[config.mk]
export PLATFORM = sky130hd
export DESIGN_NAME = axis2mat_frame_scheduler
export DESIGN_NICKNAME = d
export VERILOG_FILES = /design/src/rtl/axis2mat_frame_scheduler.sv
export SDC_FILE = /design/constraint.sdc
export NUM_CORES = 1
export LEC_CHECK = 0
export ABC_AREA = 1
export CAP_MARGIN = 10
export CORE_ASPECT_RATIO = 0.9
export CORE_MARGIN = 8
export CORE_UTILIZATION = 30
export CTS_BUF_LIST = sky130_fd_sc_hd__clkbuf_2
export DETAILED_ROUTE_END_ITERATION = 8
export PLACE_DENSITY = 0.54
export REMOVE_ABC_BUFFERS = 1
export SETUP_SLACK_MARGIN = 0.3
export SKIP_LAST_GASP = 1
export SYNTH_ARGS = -nofsm -noshare
export SYNTH_HDL_FRONTEND = slang
export SYNTH_SLANG_ARGS = --single-unit
[constraint.sdc]
create_clock -name ap_clk -period 2.7 [get_ports ap_clk]
set_clock_uncertainty 0.15 [all_clocks]
set_input_delay 0.27 -clock ap_clk [delete_from_list [all_inputs] [get_ports ap_clk]]
set_output_delay 0.27 -clock ap_clk [all_outputs]
set_load 0.02 [all_outputs]
[src/rtl/axis2mat_frame_scheduler.sv]
// Per-frame controller for the Y and UV AXI-stream-to-Mat converters: validates a
// frame command, pushes per-plane geometry into the parameter FIFOs and runs both handshakes.
module axis2mat_frame_scheduler #(
  parameter int DIM_W    = 11,
  parameter int AXI_W    = 64,
  parameter int Y_PIX_W  = 8,
  parameter int UV_PIX_W = 16,
  parameter int CNT_W    = 16
) (
  input  logic             ap_clk,
  input  logic             ap_rst,
  input  logic             cfg_valid,
  output logic             cfg_ready,
  input  logic [DIM_W-1:0] cfg_rows,
  input  logic [DIM_W-1:0] cfg_cols,
  output logic [DIM_W-1:0] y_rows_din,
  output logic             y_rows_write,
  input  logic             y_rows_full_n,
  output logic [DIM_W-1:0] uv_rows_din,
  output logic             uv_rows_write,
  input  logic             uv_rows_full_n,
  output logic [DIM_W-1:0] y_cols_din,
  output logic             y_cols_write,
  input  logic             y_cols_full_n,
  output logic [DIM_W-1:0] uv_cols_din,
  output logic             uv_cols_write,
  input  logic             uv_cols_full_n,
  output logic [4:0]       y_last_blk_width,
  output logic [4:0]       uv_last_blk_width,
  output logic             y_ap_start,
  input  logic             y_ap_ready,
  input  logic             y_ap_done,
  output logic             y_ap_continue,
  output logic             uv_ap_start,
  input  logic             uv_ap_ready,
  input  logic             uv_ap_done,
  output logic             uv_ap_continue,
  output logic             busy,
  output logic             frame_done,
  output logic             cfg_err,
  output logic [CNT_W-1:0] frame_count
);

  localparam int Y_PPW  = AXI_W / Y_PIX_W;
  localparam int UV_PPW = AXI_W / UV_PIX_W;

  typedef enum logic [2:0] {S_IDLE, S_CHECK, S_PUSH, S_START, S_WAIT, S_DONE} state_t;

  state_t           state_q;
  logic [DIM_W-1:0] rows_q, cols_q;
  logic [DIM_W-1:0] y_rows_q, y_cols_q, uv_rows_q, uv_cols_q;
  logic [4:0]       y_lbw_q, uv_lbw_q;
  logic [3:0]       wr_q;    // {uv_cols, uv_rows, y_cols, y_rows} written
  logic [1:0]       acc_q;   // {uv, y} start accepted
  logic [1:0]       done_q;  // {uv, y} done captured
  logic             cfg_err_q;
  logic [CNT_W-1:0] cnt_q;

  logic [3:0]       wr, full_n;
  logic [1:0]       start, ready, done_in, cont;
  logic             illegal;
  logic [DIM_W-1:0] uv_cols_c, y_mod, uv_mod;

  assign full_n  = {uv_cols_full_n, uv_rows_full_n, y_cols_full_n, y_rows_full_n};
  assign ready   = {uv_ap_ready, y_ap_ready};
  assign done_in = {uv_ap_done, y_ap_done};

  assign wr    = (state_q == S_PUSH)  ? ~wr_q  : 4'b0;
  assign start = (state_q == S_START) ? ~acc_q : 2'b0;
  // Done is acknowledged combinationally so the converter sees ap_continue in its done cycle.
  assign cont  = (state_q == S_START || state_q == S_WAIT) ? (done_in & ~done_q) : 2'b0;

  assign illegal   = (rows_q < DIM_W'(2)) || (cols_q < DIM_W'(2)) || rows_q[0] || cols_q[0];
  assign uv_cols_c = cols_q >> 1;
  assign y_mod     = cols_q % DIM_W'(Y_PPW);
  assign uv_mod    = uv_cols_c % DIM_W'(UV_PPW);

  assign {uv_cols_write, uv_rows_write, y_cols_write, y_rows_write} = wr;
  assign {uv_ap_start, y_ap_start}       = start;
  assign {uv_ap_continue, y_ap_continue} = cont;

  assign cfg_ready         = (state_q == S_IDLE);
  assign busy              = (state_q != S_IDLE);
  assign frame_done        = (state_q == S_DONE);
  assign cfg_err           = cfg_err_q;
  assign frame_count       = cnt_q;
  assign y_rows_din        = y_rows_q;
  assign y_cols_din        = y_cols_q;
  assign uv_rows_din       = uv_rows_q;
  assign uv_cols_din       = uv_cols_q;
  assign y_last_blk_width  = y_lbw_q;
  assign uv_last_blk_width = uv_lbw_q;

  always_ff @(posedge ap_clk or posedge ap_rst) begin
    if (ap_rst) begin
      state_q   <= S_IDLE;
      rows_q    <= '0;
      cols_q    <= '0;
      y_rows_q  <= '0;
      y_cols_q  <= '0;
      uv_rows_q <= '0;
      uv_cols_q <= '0;
      y_lbw_q   <= '0;
      uv_lbw_q  <= '0;
      wr_q      <= '0;
      acc_q     <= '0;
      done_q    <= '0;
      cfg_err_q <= 1'b0;
      cnt_q     <= '0;
    end else begin
      done_q <= done_q | cont;
      case (state_q)
        S_IDLE: if (cfg_valid) begin
          rows_q    <= cfg_rows;
          cols_q    <= cfg_cols;
          cfg_err_q <= 1'b0;
          state_q   <= S_CHECK;
        end
        S_CHECK: if (illegal) begin
          cfg_err_q <= 1'b1;
          state_q   <= S_IDLE;
        end else begin
          y_rows_q  <= rows_q;
          y_cols_q  <= cols_q;
          uv_rows_q <= rows_q >> 1;
          uv_cols_q <= uv_cols_c;
          y_lbw_q   <= (y_mod == '0)  ? 5'(Y_PPW)  : 5'(y_mod);
          uv_lbw_q  <= (uv_mod == '0) ? 5'(UV_PPW) : 5'(uv_mod);
          state_q   <= S_PUSH;
        end
        S_PUSH: begin
          wr_q <= wr_q | (wr & full_n);
          if (&wr_q) state_q <= S_START;
        end
        S_START: begin
          acc_q <= acc_q | (start & ready);
          if (&acc_q) state_q <= S_WAIT;
        end
        S_WAIT: if (&done_q) state_q <= S_DONE;
        S_DONE: begin
          cnt_q   <= cnt_q + 1'b1;
          wr_q    <= '0;
          acc_q   <= '0;
          done_q  <= '0;
          state_q <= S_IDLE;
        end
        default: state_q <= S_IDLE;
      endcase
    end
  end

endmodule

# Yosys cells after proc, flatten, opt, wreduce, memory -nomap -nowiden
# Cells that the tools add are included.
# op_classes
mul,0
bitwise_logic,10
eq_ne,10
magnitude_cmp,2
div_mod_pow,0
reduce_logical,18
shift,0
add_sub_neg,1
muxes,17
# op_table
operator,count
logical NOT 11 bit,2
"less-than comparator 11 x 2 -> 1 bit, second input constant",2
"adder 16 x 1 -> 16 bit, second input constant",1
two-way mux 3 bit,5
one-hot mux 3 bit (5 select lines),1
two-way mux 2 bit,4
two-way mux 4 bit,2
one-hot mux 4 bit (2 select lines),1
AND reduction 2 bit,4
AND reduction 4 bit,2
"equality test 3 x 2 -> 1 bit, second input constant",2
"equality test 3 bit, second input constant",2
"inequality test 2 x 1 -> 1 bit, second input constant",3
nonzero test 2 bit,3
AND 2 bit,2
AND 4 bit,1
logical OR 1 bit,4
"inequality test 2 bit, second input constant",2
NOT 2 bit,2
NOT 4 bit,1
bitwise OR 2 bit,2
bitwise OR 4 bit,1
one-hot mux 2 bit (2 select lines),1
"equality test 3 x 1 -> 1 bit, second input constant",1
other kinds (6),7
# word_totals
reg_bits,102
ram_bits,0
mem_count,0
inputBits,33
wordCells,72
mem_bits_ro,0
latch_bits,0

# Depth between registers and ports, before layout
# depth
depth_word,6
depth_mapped,9

# Least setup slack after synthesis
# Ideal clock, no wire load.
# synth_timing
path_type,flip-flop to output port
from,reg state_q[2]
to,out uv_ap_continue
stages_incl_launch_ff,6
n_path_buf,0
required_time_ns,2.280
t_arrival_ns,1.236
path_slack_ns,1.044
cell_sequence,dfrtp_1 -> nor3_2 -> inv_1 -> nand2_1 -> nand2_1 -> nor2_1
# synth_via
elab_chain_len,3
word_cells_on_any_way,4
classes_between,eq/ne (2); mux (1); reduce/logical (1)
# synth_rtl
item,line_no,source
from (decl),49,state_t state_q;
from (signal assigned),96,state_q <= S_IDLE;
from (signal assigned),117,state_q <= S_CHECK;
from (signal assigned),121,state_q <= S_IDLE;
equality test 3 x 2 -> 1 bit or equality test 3 bit (tied branches),71,assign cont = (state_q == S_START || state_q == S_WAIT) ? (done_in & ~done_q) : 2'b0;
logical OR 1 bit *,71,
two-way mux 2 bit *,71,
to (decl),37,"output logic uv_ap_continue,"
# Every way passes the cells marked *; elsewhere a longest branch is shown, timed or not.

# Worst setup path in the final report
# layout_timing
from,reg state_q[1]
to,out uv_ap_continue
# The elaborated chain is that of the path after synthesis.

==> results.py <==
metrics = {
    "routing": {
        "top_layer": "met4",
        "drt_iter0_markers": 116,
        "wl_met3_um": 571,
        "met1_length_um": 4080,
        "drcViolationCount": 0,
        "wl_per_cell_um": 13.2,
        "wl_met2_um": 4060,
        "vias": 2792,
        "routed_wl_um": 8810,
        "route.antenna.remaining_nets": 0,
        "viasPerCell": 4.17,
        "dr.pass1.iters": 4,
    },
    "grt": {
        "grt_pass1_vias": 2883,
        "grt_max_degree": 57,
        "grt_antenna_before_repair": 1,
        "gr-total-overflow": 0,
        "grt_pass1_wl_um": 14400,
        "grt_usage_pct": 11.5,
    },
    "critical_path": {
        "worstReg2RegEnd": "uv_last_blk_width[0]",
        "worst_path_largest_cell_delay_ps": 450,
        "crit_slowest_cell": "dfrtp_2",
        "crit_top_cell": "nand2_1",
        "critPathRequiredTime_ps": 2280,
        "worstSetupStartpoint": "state_q[1]",
        "crit_type": "reg2out",
        "crit_arrival_ps": 1800,
        "r2r-start": "cols_q[0]",
        "rr_worst_depth": 7,
        "crit_path_start_kind": "flip-flop",
        "path_max_fanout": 5,
        "worstPathCellList": "inv_2 > nor3_4 > inv_1 > nand2_1 > nand2_1 > nor2_1 > clkbuf_2",
        "endpoint_kind": "output port",
        "ff2ff_setup_slack_ps": 720,
    },
    "power": {
        "p_clk_share_pct": 14.6,
        "p_leak_uw": 0.00238,
        "power.internal_uw": 2930,
        "combinationalPowerShare_pct": 47.0,
        "vdd.ir_drop.worst_v": 0.000352,
        "p_switching_uw": 2100,
        "swShare_pct": 41.8,
        "p_per_area_nw_per_um2": 1040,
        "seq_power_share_pct": 38.4,
    },
    "timing": {
        "maxSlewViolCount": 0,
        "tns_ps": 0,
        "period_share_pct": 82.1,
        "period_needed_ps": 2220,
        "rsz0062_at_grt": "true",
        "max_freq_mhz": 451,
        "timing_hold_violations_final": 0,
        "setup_viol": 0,
    },
    "flow_run": {
        "maxCapViolCount": 0,
    },
    "logic_synthesis": {
        "yosys.area.top_type": "dfrtp_1",
        "syn_area_um2": 3530,
        "synth.area.top_cells": "dfrtp_1 56%, nand2_1 17%, buf_4 6.2%, inv_1 3.2%, nor2_1 2.8%",
        "ys_types": 26,
        "ys_ff_latch": 79,
        "netlist_instances": 405,
        "yosysSeqAreaShare_pct": 56.0,
        "synth.avg_cell_area_um2": 8.72,
        "yosys_warnings": 0,
        "synth_top_area_share_pct": 56.0,
        "synth_edf_count": 0,
        "synth_commonest_cells": "159 x nand2_1, 79 x dfrtp_1, 30 x inv_1",
        "async_reset_ff_share_pct": 100,
        "synth_flop_cell": "dfrtp_1",
        "post-synth-top-count-cell": "nand2_1",
    },
    "clock_tree": {
        "cts.sinks": 79,
        "cts_tree": "built",
        "clk_latency_ps": 520,
        "numCtsBuffers": 9,
        "cts_root_buffer": "clkbuf_2",
        "cts_max_path_buffers": 2,
        "path_clk_slew_ps": 240,
        "h-tree-depth": 3,
    },
    "run_status": {
        "run_status": "finished, final reports clean",
    },
    "layout": {
        "syn2layout_area_growth_pct": 36.8,
        "n_fill_cell": 1155,
        "drive_gt1_share_pct": 9.96,
        "final_util_pct": 42.2,
        "fin_nets": 541,
    },
    "floorplanning": {
        "die-area_um2": 15500,
        "rows": 37,
        "ioPinCount": 115,
        "die_x_um": 130,
        "start_util_pct": 30.9,
        "die_y_um": 119,
        "core_area_um2": 11400,
    },
    "place": {
        "place_hpwl_um": 6500,
        "gp_congestion": 0.717,
        "port_buffers": 109,
    },
    "worst_hold_path": {
        "hp-start": "cfg_rows[10]",
        "hp-class": "in2reg",
        "whs_endpoint": "rows_q[10]",
        "min_path_cells": 3,
    },
}
[placed cells by master, fill, tap and decap left out, drive strengths merged]
cell	count
nand2	161
clkdlybuf4s50	98
dfrtp	79
inv	37
nor2	29
o21ai	16
buf	12
nand3	12
clkbuf	10
a21oi	9
xnor2	8
dlygate4sd2	8
nand4	5
xor2	5
conb	5
nor3	5
clkinv	5
bufinv	2
diode	1
or2	1
o211ai	1
nand3b	1
ha	1
dlygate4sd3	1
dlymetal6s2s	1
[registers in the layout, summed over array words and instances, names as in the netlist]
| signal | flops |
|---|---|
| uv_last_blk_width | 3 |
| y_cols_din | 11 |
| cfg_err | 1 |
| frame_count | 16 |
| done_q | 2 |
| cols_q | 11 |
| rows_q | 11 |
| acc_q | 2 |
| wr_q | 4 |
| state_q | 3 |
| y_rows_din | 11 |
| y_last_blk_width | 4 |
[layer usage]
metal  up-vias  track usage, %
met1      1296            14.5
li1       1420               -
met4         0            4.30
met5         -               0
met3         7            3.43
met2        69            18.3
[cell families (layout without fill, tap and decap cells)]
logic type | after synthesis | in the layout | share of synthesized area (%)
xor gates and xnor gates | 13 | 13 | 3.23
adders and majority gates | 1 | 1 | 0.354
AOI/OAI and AO/OA | 26 | 26 | 3.76
DFF | 79 | 79 | 56.0
other | 1 | 6 | 0.106
buffers and inverters | 71 | 174 | 10.8
and+or+nand+nor | 214 | 214 | 25.7
[worst max-delay path, delay by kind of cell, from the launching register on]
| family | cells | cell delay, ps |
|---|---|---|
| buffers and inverters | 3 | 360 |
| flip-flops | 1 | 450 |
| AND/OR/NAND/NOR | 4 | 500 |
[stage by stage]
| step | hold slack (ps) | cells | power, uW | cell area [um2] | setup slack [ps] |
|---|---|---|---|---|---|
| after floorplan | 237 | 375 | 3200 | 3300 | 257 |
| after global placement | 296 | 645 | 4290 | 4640 | 548 |
| after CTS | 36.4 | 665 | 5100 | 4810 | 247 |
| after detailed placement | 303 | 645 | 4340 | 4640 | 465 |
| final | 92.0 | 669 | 5030 | 4830 | 483 |
| after global routing | 32.5 | 669 | 5430 | 4830 | 264 |
[repair_timing]
action,CTS,global route
gates resized for setup,15,4
buffers inserted,3,3
cloned,0,0
setup endpoints to repair,10,3
pin swaps,0,1
hold endpoints to repair,23,0
hold buffers,1,0
[final cells by class]
class                   count  area, um2  share of cell area [%]
well taps                 156        195                    4.04
flip-flops and latches     79       1980                    41.0
clock inverters             7       96.3                    1.99
repair buffers            121       1180                    24.4
diodes                      1       2.50                  0.0518
multi-input cells         259       1190                    24.7
inverters                  37        140                    2.90
clock buffers               9       45.0                   0.933
[power groups by stage]
stage / registers (uW) / clock network [uW] / logic [uW]
after floorplan: 2300 / 0 / 906
after global placement: 1960 / 0 / 2330
after detailed placement: 1970 / 0 / 2370
after CTS: 1940 / 771 / 2390
after global routing: 2000 / 817 / 2620
final: 1930 / 733 / 2370
[worst max path at each step]
stage	endpoint	slack (ps)
after global routing	uv_ap_continue	260
after detailed placement	uv_ap_continue	460
after global placement	uv_ap_continue	550
after floorplan	acc_q[0]	260
after CTS	uv_ap_continue	250
final	uv_ap_continue	480
No activity file was read; power rests on OpenSTA's default activity.
